## src/rtl/gato_auto_player.sv

```systemverilog
// Automatic O player for the tic-tac-toe board: scans the lines, picks a cell,
// steps the cursor there with mover pulses and drops an O with colocar.
module gato_auto_player #(
    parameter int GAP          = 2,
    parameter int STEP_TIMEOUT = 8
) (
    input  logic        clk,
    input  logic        rst,
    input  logic        enable,
    input  logic        jugador,
    input  logic [3:0]  posActual,
    input  logic [17:0] matrizDeJuego,
    output logic        mover,
    output logic        colocar,
    output logic        busy,
    output logic        err
);
    typedef enum logic [2:0] {IDLE, SCAN, PICK, STEP, WAITPOS, GAPW, PLACE, DONE} state_t;

    localparam logic [7:0] GAP_L = 8'(GAP - 1);
    localparam logic [7:0] TMO_L = 8'(STEP_TIMEOUT - 1);

    state_t      state_q, state_d;
    logic [2:0]  line_q, line_d;
    logic        win_v_q, win_v_d, blk_v_q, blk_v_d;
    logic [3:0]  win_c_q, win_c_d, blk_c_q, blk_c_d;
    logic [3:0]  target_q, target_d, steps_q, steps_d, pos_ref_q, pos_ref_d;
    logic [7:0]  cnt_q, cnt_d;
    logic        seen_q, seen_d;
    logic        mover_q, mover_d, colocar_q, colocar_d, err_q, err_d;

    function automatic logic [1:0] cell_of(input logic [17:0] b, input logic [3:0] k);
        logic [1:0] c;
        c = 2'b11;
        for (int i = 0; i < 9; i++)
            if (k == 4'(i)) c = b[2*i +: 2];
        return c;
    endfunction

    function automatic logic [11:0] line_cells(input logic [2:0] l);
        case (l)
            3'd0:    return {4'd0, 4'd1, 4'd2};
            3'd1:    return {4'd3, 4'd4, 4'd5};
            3'd2:    return {4'd6, 4'd7, 4'd8};
            3'd3:    return {4'd0, 4'd3, 4'd6};
            3'd4:    return {4'd1, 4'd4, 4'd7};
            3'd5:    return {4'd2, 4'd5, 4'd8};
            3'd6:    return {4'd0, 4'd4, 4'd8};
            default: return {4'd2, 4'd4, 4'd6};
        endcase
    endfunction

    logic [8:0]  empty_v;
    logic [11:0] lc;
    logic [1:0]  va, vb, vc, n_o, n_x, n_e;
    logic [3:0]  ecell, tgt, diff, sc;
    logic        abort;

    always_comb begin
        for (int k = 0; k < 9; k++) empty_v[k] = (matrizDeJuego[2*k +: 2] == 2'b00);
        lc    = line_cells(line_q);
        va    = cell_of(matrizDeJuego, lc[11:8]);
        vb    = cell_of(matrizDeJuego, lc[7:4]);
        vc    = cell_of(matrizDeJuego, lc[3:0]);
        n_o   = 2'(va == 2'b10) + 2'(vb == 2'b10) + 2'(vc == 2'b10);
        n_x   = 2'(va == 2'b01) + 2'(vb == 2'b01) + 2'(vc == 2'b01);
        n_e   = 2'(va == 2'b00) + 2'(vb == 2'b00) + 2'(vc == 2'b00);
        ecell = (va == 2'b00) ? lc[11:8] : (vb == 2'b00) ? lc[7:4] : lc[3:0];
        abort = jugador || !enable;

        if (win_v_q)         tgt = win_c_q;
        else if (blk_v_q)    tgt = blk_c_q;
        else if (empty_v[4]) tgt = 4'd4;
        else if (empty_v[0]) tgt = 4'd0;
        else if (empty_v[2]) tgt = 4'd2;
        else if (empty_v[6]) tgt = 4'd6;
        else if (empty_v[8]) tgt = 4'd8;
        else if (empty_v[1]) tgt = 4'd1;
        else if (empty_v[3]) tgt = 4'd3;
        else if (empty_v[5]) tgt = 4'd5;
        else if (empty_v[7]) tgt = 4'd7;
        else                 tgt = 4'd4;   // board filled mid-scan; PLACE will flag it
        diff = tgt - posActual;
        sc   = (tgt < posActual) ? diff + 4'd9 : diff;
    end

    always_comb begin
        state_d   = state_q;
        line_d    = line_q;
        win_v_d   = win_v_q;
        win_c_d   = win_c_q;
        blk_v_d   = blk_v_q;
        blk_c_d   = blk_c_q;
        target_d  = target_q;
        steps_d   = steps_q;
        pos_ref_d = pos_ref_q;
        cnt_d     = cnt_q;
        seen_d    = seen_q;
        mover_d   = 1'b0;
        colocar_d = 1'b0;
        err_d     = err_q;
        case (state_q)
            IDLE: if (!abort && |empty_v) begin
                state_d = SCAN;
                line_d  = 3'd0;
                win_v_d = 1'b0;
                blk_v_d = 1'b0;
            end
            SCAN: if (abort) state_d = IDLE;
            else begin
                if (!win_v_q && n_o == 2'd2 && n_e == 2'd1) begin
                    win_v_d = 1'b1;
                    win_c_d = ecell;
                end
                if (!blk_v_q && n_x == 2'd2 && n_e == 2'd1) begin
                    blk_v_d = 1'b1;
                    blk_c_d = ecell;
                end
                if (line_q == 3'd7) state_d = PICK;
                else                line_d  = line_q + 3'd1;
            end
            PICK: if (abort) state_d = IDLE;
            else begin
                target_d = tgt;
                steps_d  = sc;
                state_d  = (sc == 4'd0) ? PLACE : STEP;
            end
            STEP: if (abort) state_d = IDLE;
            else begin
                mover_d   = 1'b1;
                steps_d   = steps_q - 4'd1;
                pos_ref_d = posActual;
                cnt_d     = 8'd0;
                state_d   = WAITPOS;
            end
            WAITPOS: if (abort) state_d = IDLE;
            else if (posActual != pos_ref_q) begin
                cnt_d   = 8'd0;
                state_d = GAPW;
            end else if (cnt_q == TMO_L) begin
                err_d   = 1'b1;
                state_d = IDLE;
            end else cnt_d = cnt_q + 8'd1;
            GAPW: if (abort) state_d = IDLE;
            else if (cnt_q == GAP_L) state_d = (steps_q != 4'd0) ? STEP : PLACE;
            else cnt_d = cnt_q + 8'd1;
            PLACE: if (abort) state_d = IDLE;
            else if (cell_of(matrizDeJuego, target_q) == 2'b00) begin
                colocar_d = 1'b1;
                seen_d    = 1'b0;
                cnt_d     = 8'd0;
                state_d   = DONE;
            end else begin
                err_d   = 1'b1;
                state_d = IDLE;
            end
            // Turn must be handed back before re-arming, so one O per turn.
            DONE: begin
                if (jugador) seen_d = 1'b1;
                if (seen_q) begin
                    if (cnt_q == GAP_L) state_d = IDLE;
                    else                cnt_d   = cnt_q + 8'd1;
                end
            end
            default: state_d = IDLE;
        endcase
    end

    always_ff @(posedge clk or posedge rst) begin
        if (rst) begin
            state_q   <= IDLE;
            line_q    <= '0;
            win_v_q   <= 1'b0;
            win_c_q   <= '0;
            blk_v_q   <= 1'b0;
            blk_c_q   <= '0;
            target_q  <= '0;
            steps_q   <= '0;
            pos_ref_q <= '0;
            cnt_q     <= '0;
            seen_q    <= 1'b0;
            mover_q   <= 1'b0;
            colocar_q <= 1'b0;
            err_q     <= 1'b0;
        end else begin
            state_q   <= state_d;
            line_q    <= line_d;
            win_v_q   <= win_v_d;
            win_c_q   <= win_c_d;
            blk_v_q   <= blk_v_d;
            blk_c_q   <= blk_c_d;
            target_q  <= target_d;
            steps_q   <= steps_d;
            pos_ref_q <= pos_ref_d;
            cnt_q     <= cnt_d;
            seen_q    <= seen_d;
            mover_q   <= mover_d;
            colocar_q <= colocar_d;
            err_q     <= err_d;
        end
    end

    assign mover   = mover_q;
    assign colocar = colocar_q;
    assign err     = err_q;
    assign busy    = (state_q != IDLE);
endmodule

```

## config.mk

```make
export PLATFORM = sky130hd
export DESIGN_NAME = gato_auto_player
export DESIGN_NICKNAME = d
export VERILOG_FILES = /design/src/rtl/gato_auto_player.sv
export SDC_FILE = /design/constraint.sdc
export NUM_CORES = 1
export LEC_CHECK = 0
export CELL_PAD_IN_SITES_DETAIL_PLACEMENT = 1
export CELL_PAD_IN_SITES_GLOBAL_PLACEMENT = 2
export CORE_ASPECT_RATIO = 2
export CORE_MARGIN = 2
export CORE_UTILIZATION = 32
export DETAILED_ROUTE_END_ITERATION = 10
export DONT_BUFFER_PORTS = 1
export PLACE_DENSITY_LB_ADDON = 0.25
export SLEW_MARGIN = 20
export SYNTH_ARGS = -nofsm -noshare
export SYNTH_HDL_FRONTEND = slang
export SYNTH_SLANG_ARGS = --single-unit
```

## constraint.sdc

```tcl
create_clock -name clk -period 4.8 [get_ports clk]
set_clock_uncertainty 0.05 [all_clocks]
set_input_delay 0.48 -clock clk [delete_from_list [all_inputs] [get_ports clk]]
set_output_delay 0.48 -clock clk [all_outputs]
set_load 0.02 [all_outputs]
```

==> results of run 1 <==
==> area by class of cell <==
| type | instances | area [um2] |
|---|---|---|
| Multi-Input combinational cell | 358 | 2370 |
| Inverter | 31 | 116 |
| Sequential cell | 40 | 1000 |
| Clock buffer | 5 | 125 |
| Clock inverter | 3 | 18.8 |
| Tap cell | 140 | 175 |
| Timing Repair Buffer | 3 | 25.0 |
| Fill cell | 1351 | 7050 |
==> cells in the final DEF (no fill, tap or decap), types with 9 or more instances in the layout <==
cell type,instances
a21oi_1,22
a31oi_1,9
ha_1,15
o22ai_1,13
nor2b_1,10
nand3_1,14
mux2_2,9
inv_1,30
nand2_1,45
nor3_1,14
dfrtp_1,40
nor2_1,40
o21ai_0,42
==> power by group <==
group,internal (uW),switching (uW),total (uW)
Clock,192,150,342
Sequential,421,139,560
Combinational,573,933,1510
==> registers in the layout (all words and copies together), names as in the netlist <==
signal and flops:
seen_q 1, err 1, target_q 4, blk_c_q 4, pos_ref_q 4, cnt_q 8, line_q 3, state_q 3
steps_q 4, win_c_q 4, blk_v_q 1, win_v_q 1, colocar 1, mover 1
==> cell families after synthesis <==
kind of cell | share of synthesized area
buffers and inverters | 0.0601
AO/OA/AOI/OAI | 0.258
adder cells (fa/ha/maj) | 0.0747
multiplexers | 0.0461
XOR/XNOR | 0.0238
flip-flops | 0.279
AND/OR/NAND/NOR | 0.257
==> stage by stage <==
step           setup slack [ps]  hold slack, ps
2_1_floorplan              1340             388
3_3_place_gp                567             241
3_5_place_dp                526             246
4_1_cts                     516             292
5_1_grt                     123             299
6_report                    525             296
==> worst min-delay path by stage <==
stage                             from           end  slack, ps  cells after the start
after detailed placement           rst         mover        250                      1
after global routing      posActual[0]  pos_ref_q[0]        300                      1
after CTS                 posActual[0]  pos_ref_q[0]        290                      1
after floorplan             win_c_q[3]    win_c_q[3]        390                      2
final                     posActual[0]  pos_ref_q[0]        300                      1
after global placement             rst         mover        240                      1
==> metal layers <==
metal	vias to the layer above	global-route usage	share of wire
li1	1611	-	-
met4	0	0.123	0.054
met2	60	0.433	0.59
met1	1725	0.187	0.33
met5	-	0	0
met3	42	0.0282	0.024
==> impl_metrics.toml, run 1 <==
[sta]
max_slew_margin = 0.528
post-route-period-util = 0.891
slew_violations = 0
hold_viol_final = 0
rsz0062_at_grt = "no"
min_period_ps = 4270
max_slew.worst_pin.slew_ps = 707
setup_tns_ps = 0
setup_viol = 0
fmaxAchievable_mhz = 234

[yosys]
syn_area_um2 = 3580
synth_top_area_cell = "dfrtp_1"
synth_edf_count = 0
ys_seq_area_frac = 0.279
synth.top_cell.area_share = 0.279
ys_ff_latch = 40
ys_top_cells_by_area = "dfrtp_1 (28%), o21ai_0 (5.9%), ha_1 (5.2%)"
synth.avg_cell_area_um2 = 7.98
synth_cell_types = 69
synth_most_common_cell = "nand2_1"
syn-num-nets = 494
async_flop_share = 1.00
synth_commonest_cells = "nand2_1 (45), o21ai_0 (42), dfrtp_1 (40), nor2_1 (40), inv_1 (31)"
postSynthCellCount = 449
ys.flop_type = "dfrtp_1"
yosysWarnings = 0

[clock_tree]
root_buffer = "clkbuf_16"
h-tree-depth = 2
cts_buffers = 5
cts_tree = "built"
cts.sinks = 40
cts_resized = 0
cts_hold_buf = 1
clockBufferDepth = 2
cts_setup_buffers = 0
path_clk_slew_ps = 60
clock_latency_ps = 290

[routing]
wl_per_cell_um = 21.3
drt_wl_total_um = 12400
drt_pass1_iterations = 4
num_vias = 3438
drc = 0
via_per_inst = 5.93
drt_iter0_drc = 74
ant_nets = 0

[worst_setup_path]
path_class = "register to register"
cp.required_ps = 4930
slowest_delay_ps = 610
crit_top_cell = "inv_1"
critPathTopFamily = "adder cells"
worstPathArrival_ps = 4410
setup.worst_path.start_class = "register"
reg2reg_depth = 12
rr_endpoint = "blk_c_q[3]"
reg2reg_slack_ps = 530
crit_slowest_cell = "ha_1"
path_depth = 12
path_buf_inv = 3
startpoint = "line_q[1]"
crit_chain = "inv_1 > ha_1 > inv_1 > nor4_2 > a21oi_1 > o31a_1 > o22ai_2 > inv_1 > fa_1 > nor3b_1 > nand3_1 > o41ai_1"
rr_startpoint = "line_q[1]"
worstPathMaxFanout = 20
end_kind = "register"
endpoint = "blk_c_q[3]"

[global_routing]
grt_usage = 0.213
antenna_found_initial = 0
grt_pass1_wl_um = 20000
grt_max_degree = 34
grt-ovfl-total = 0
grt_pass1_vias = 3801

[cells_and_area]
drive_above_1_share = 0.0864
syn2layout_area_growth_pct = 6.85
final_util = 0.352
stdcell_count = 580
finalInstanceArea_um2 = 3830
antenna_cells = 0
nNetsFinal = 484

[pwr]
leakagePower_uw = 0.00162
powerDensity_nw_per_um2 = 629
vdd_drop_max_uv = 343
p_total_uw = 2410

[worst_hold_path]
hp-class = "primary input to register"

[die]
rows = 54
io_pins = 30
die_x_um = 78.8
start_util = 0.329
core_region_area_um2 = 10900
dieArea_um2 = 12100
fp.dieH_um = 154

[place]
placed_area_um2 = 3670
numPortBuffers = 0
place_inst = 571
gp_congestion = 0.870
dp_hpwl_um = 10100

[run_status]
status = "finished, final reports clean"

[flow_run]
cap_viol_max_count = 0
Note: power is estimated with default switching activity, not from simulation.
==> run 2, diff against run 1 <==
- CELL_PAD_IN_SITES_DETAIL_PLACEMENT: 1 -> 0
- CELL_PAD_IN_SITES_GLOBAL_PLACEMENT: 2 -> 1
==> run 2 against run 1 <==
  * Worst hold slack got worse by 140 ps
  * Global-route usage decreased by 1.0 points
  * Sequential power about the same
  * Critical path type unchanged
  * Highest routed layer unchanged
==> impl_metrics.toml, run 2 (same netlist as run 1, synthesis figures left out) <==
[run_status]
status = "finished, final reports clean"

[cells_and_area]
syn2layout_area_growth_pct = 7.65
finalInstanceArea_um2 = 3860
nFillCells = 1177
drive_above_1_share = 0.0866
final_cell_mix = "nand2_1 (45), o21ai_0 (42), nor2_1 (40), dfrtp_1 (40), inv_1 (30)"
largest_reg_flops = 8
final_common_cell = "nand2_1"
largest-register = "cnt_q"
stdcell_count = 579
nNetsFinal = 483
antenna_cells = 0
final_util = 0.354

[worst_setup_path]
crit_top_cell = "inv_1"
end_kind = "register"
crit_slowest_cell = "ha_1"
worstPathMaxFanout = 20
path_class = "register to register"
crit_chain = "inv_1 > ha_1 > inv_1 > o2111ai_1 > o22ai_1 > o31a_1 > o22ai_2 > inv_1 > fa_1 > nor3b_1 > nand3_1 > o41ai_1"
worstPathArrival_ps = 4560
slowest_delay_ps = 620
cp.required_ps = 4930
critPathTopFamily = "compound AO/OA/AOI/OAI gates"
setup.worst_path.start_class = "register"
path_buf_inv = 3

[die]
fp.dieH_um = 154
rows = 54
io_pins = 30
dieArea_um2 = 12100
die_x_um = 78.8
core_region_area_um2 = 10900
start_util = 0.329

[routing]
drc = 0
num_vias = 3384
wl_per_cell_um = 20.4
via_per_inst = 5.84
drt_pass1_iterations = 5
ant_nets = 0
drt_wl_total_um = 11800
drt_iter0_drc = 201

[sta]
post-route-period-util = 0.922
setup_viol = 0
min_period_ps = 4430
hold_viol_final = 0
fmaxAchievable_mhz = 226
max_slew_margin = 0.516
slew_violations = 0
max_slew.worst_pin.slew_ps = 726
setup_tns_ps = 0
rsz0062_at_grt = "no"

[worst_hold_path]
hp-class = "primary input to async pin"

[clock_tree]
cts.sinks = 40
cts_resized = 0
cts_hold_buf = 0
clockBufferDepth = 2
h-tree-depth = 2
cts_setup_buffers = 0
cts_buffers = 5
root_buffer = "clkbuf_16"
clock_latency_ps = 290
path_clk_slew_ps = 60
cts_tree = "built"

[pwr]
powerDensity_nw_per_um2 = 643
p_total_uw = 2480
leakagePower_uw = 0.00163
vdd_drop_max_uv = 419

[place]
placed_area_um2 = 3670
place_inst = 571
dp_hpwl_um = 9400
gp_congestion = 0.952
numPortBuffers = 0

[global_routing]
grt-ovfl-total = 0
grt_pass1_vias = 3420
antenna_found_initial = 0
grt_pass1_wl_um = 18800
grt_usage = 0.203
grt_max_degree = 41

[flow_run]
cap_viol_max_count = 0
[run 2: routing by layer]
metal  GRT usage  share of wire
met4       0.132          0.061
met1       0.198           0.35
met2       0.385           0.56
met3      0.0235          0.027
met5           0              0
[run 2: cell type report]
cell class                      instances  area (um2)  area share
Multi-Input combinational cell        358        2370       0.614
Sequential cell                        40        1000       0.260
Tap cell                              140         175      0.0454
Clock buffer                            7         153      0.0396
Inverter                               31         116      0.0302
Clock inverter                          1        30.0     0.00779
Timing Repair Buffer                    2        15.0     0.00389
[run 2: power by group]
| part | switching, uW | total [uW] | internal [uW] |
|---|---|---|---|
| registers | 137 | 557 | 421 |
| logic | 934 | 1500 | 568 |
| clock network | 144 | 418 | 274 |
| total | 1210 | 2480 | 1260 |
[run 2: worst paths after layout]
check                             start            to  slack [ps]  cells after the start
setup / recovery              line_q[1]    blk_c_q[3]         370                     12
setup reg to reg              line_q[1]    blk_c_q[3]         370                     12
hold reg to reg            pos_ref_q[3]  pos_ref_q[3]         450                      2
max in group asynchronous           rst       blk_v_q        4140                      2
hold / removal                      rst         mover         150                      2
min in group clk                jugador        seen_q         300                      2
[run 2: per-stage QoR]
stage | hold slack [ps] | setup WS (ps)
floorplan | 388 | 1340
global placement | 434 | 484
detailed placement | 441 | 421
CTS | 183 | 422
global route | 206 | 92.1
finish | 153 | 375
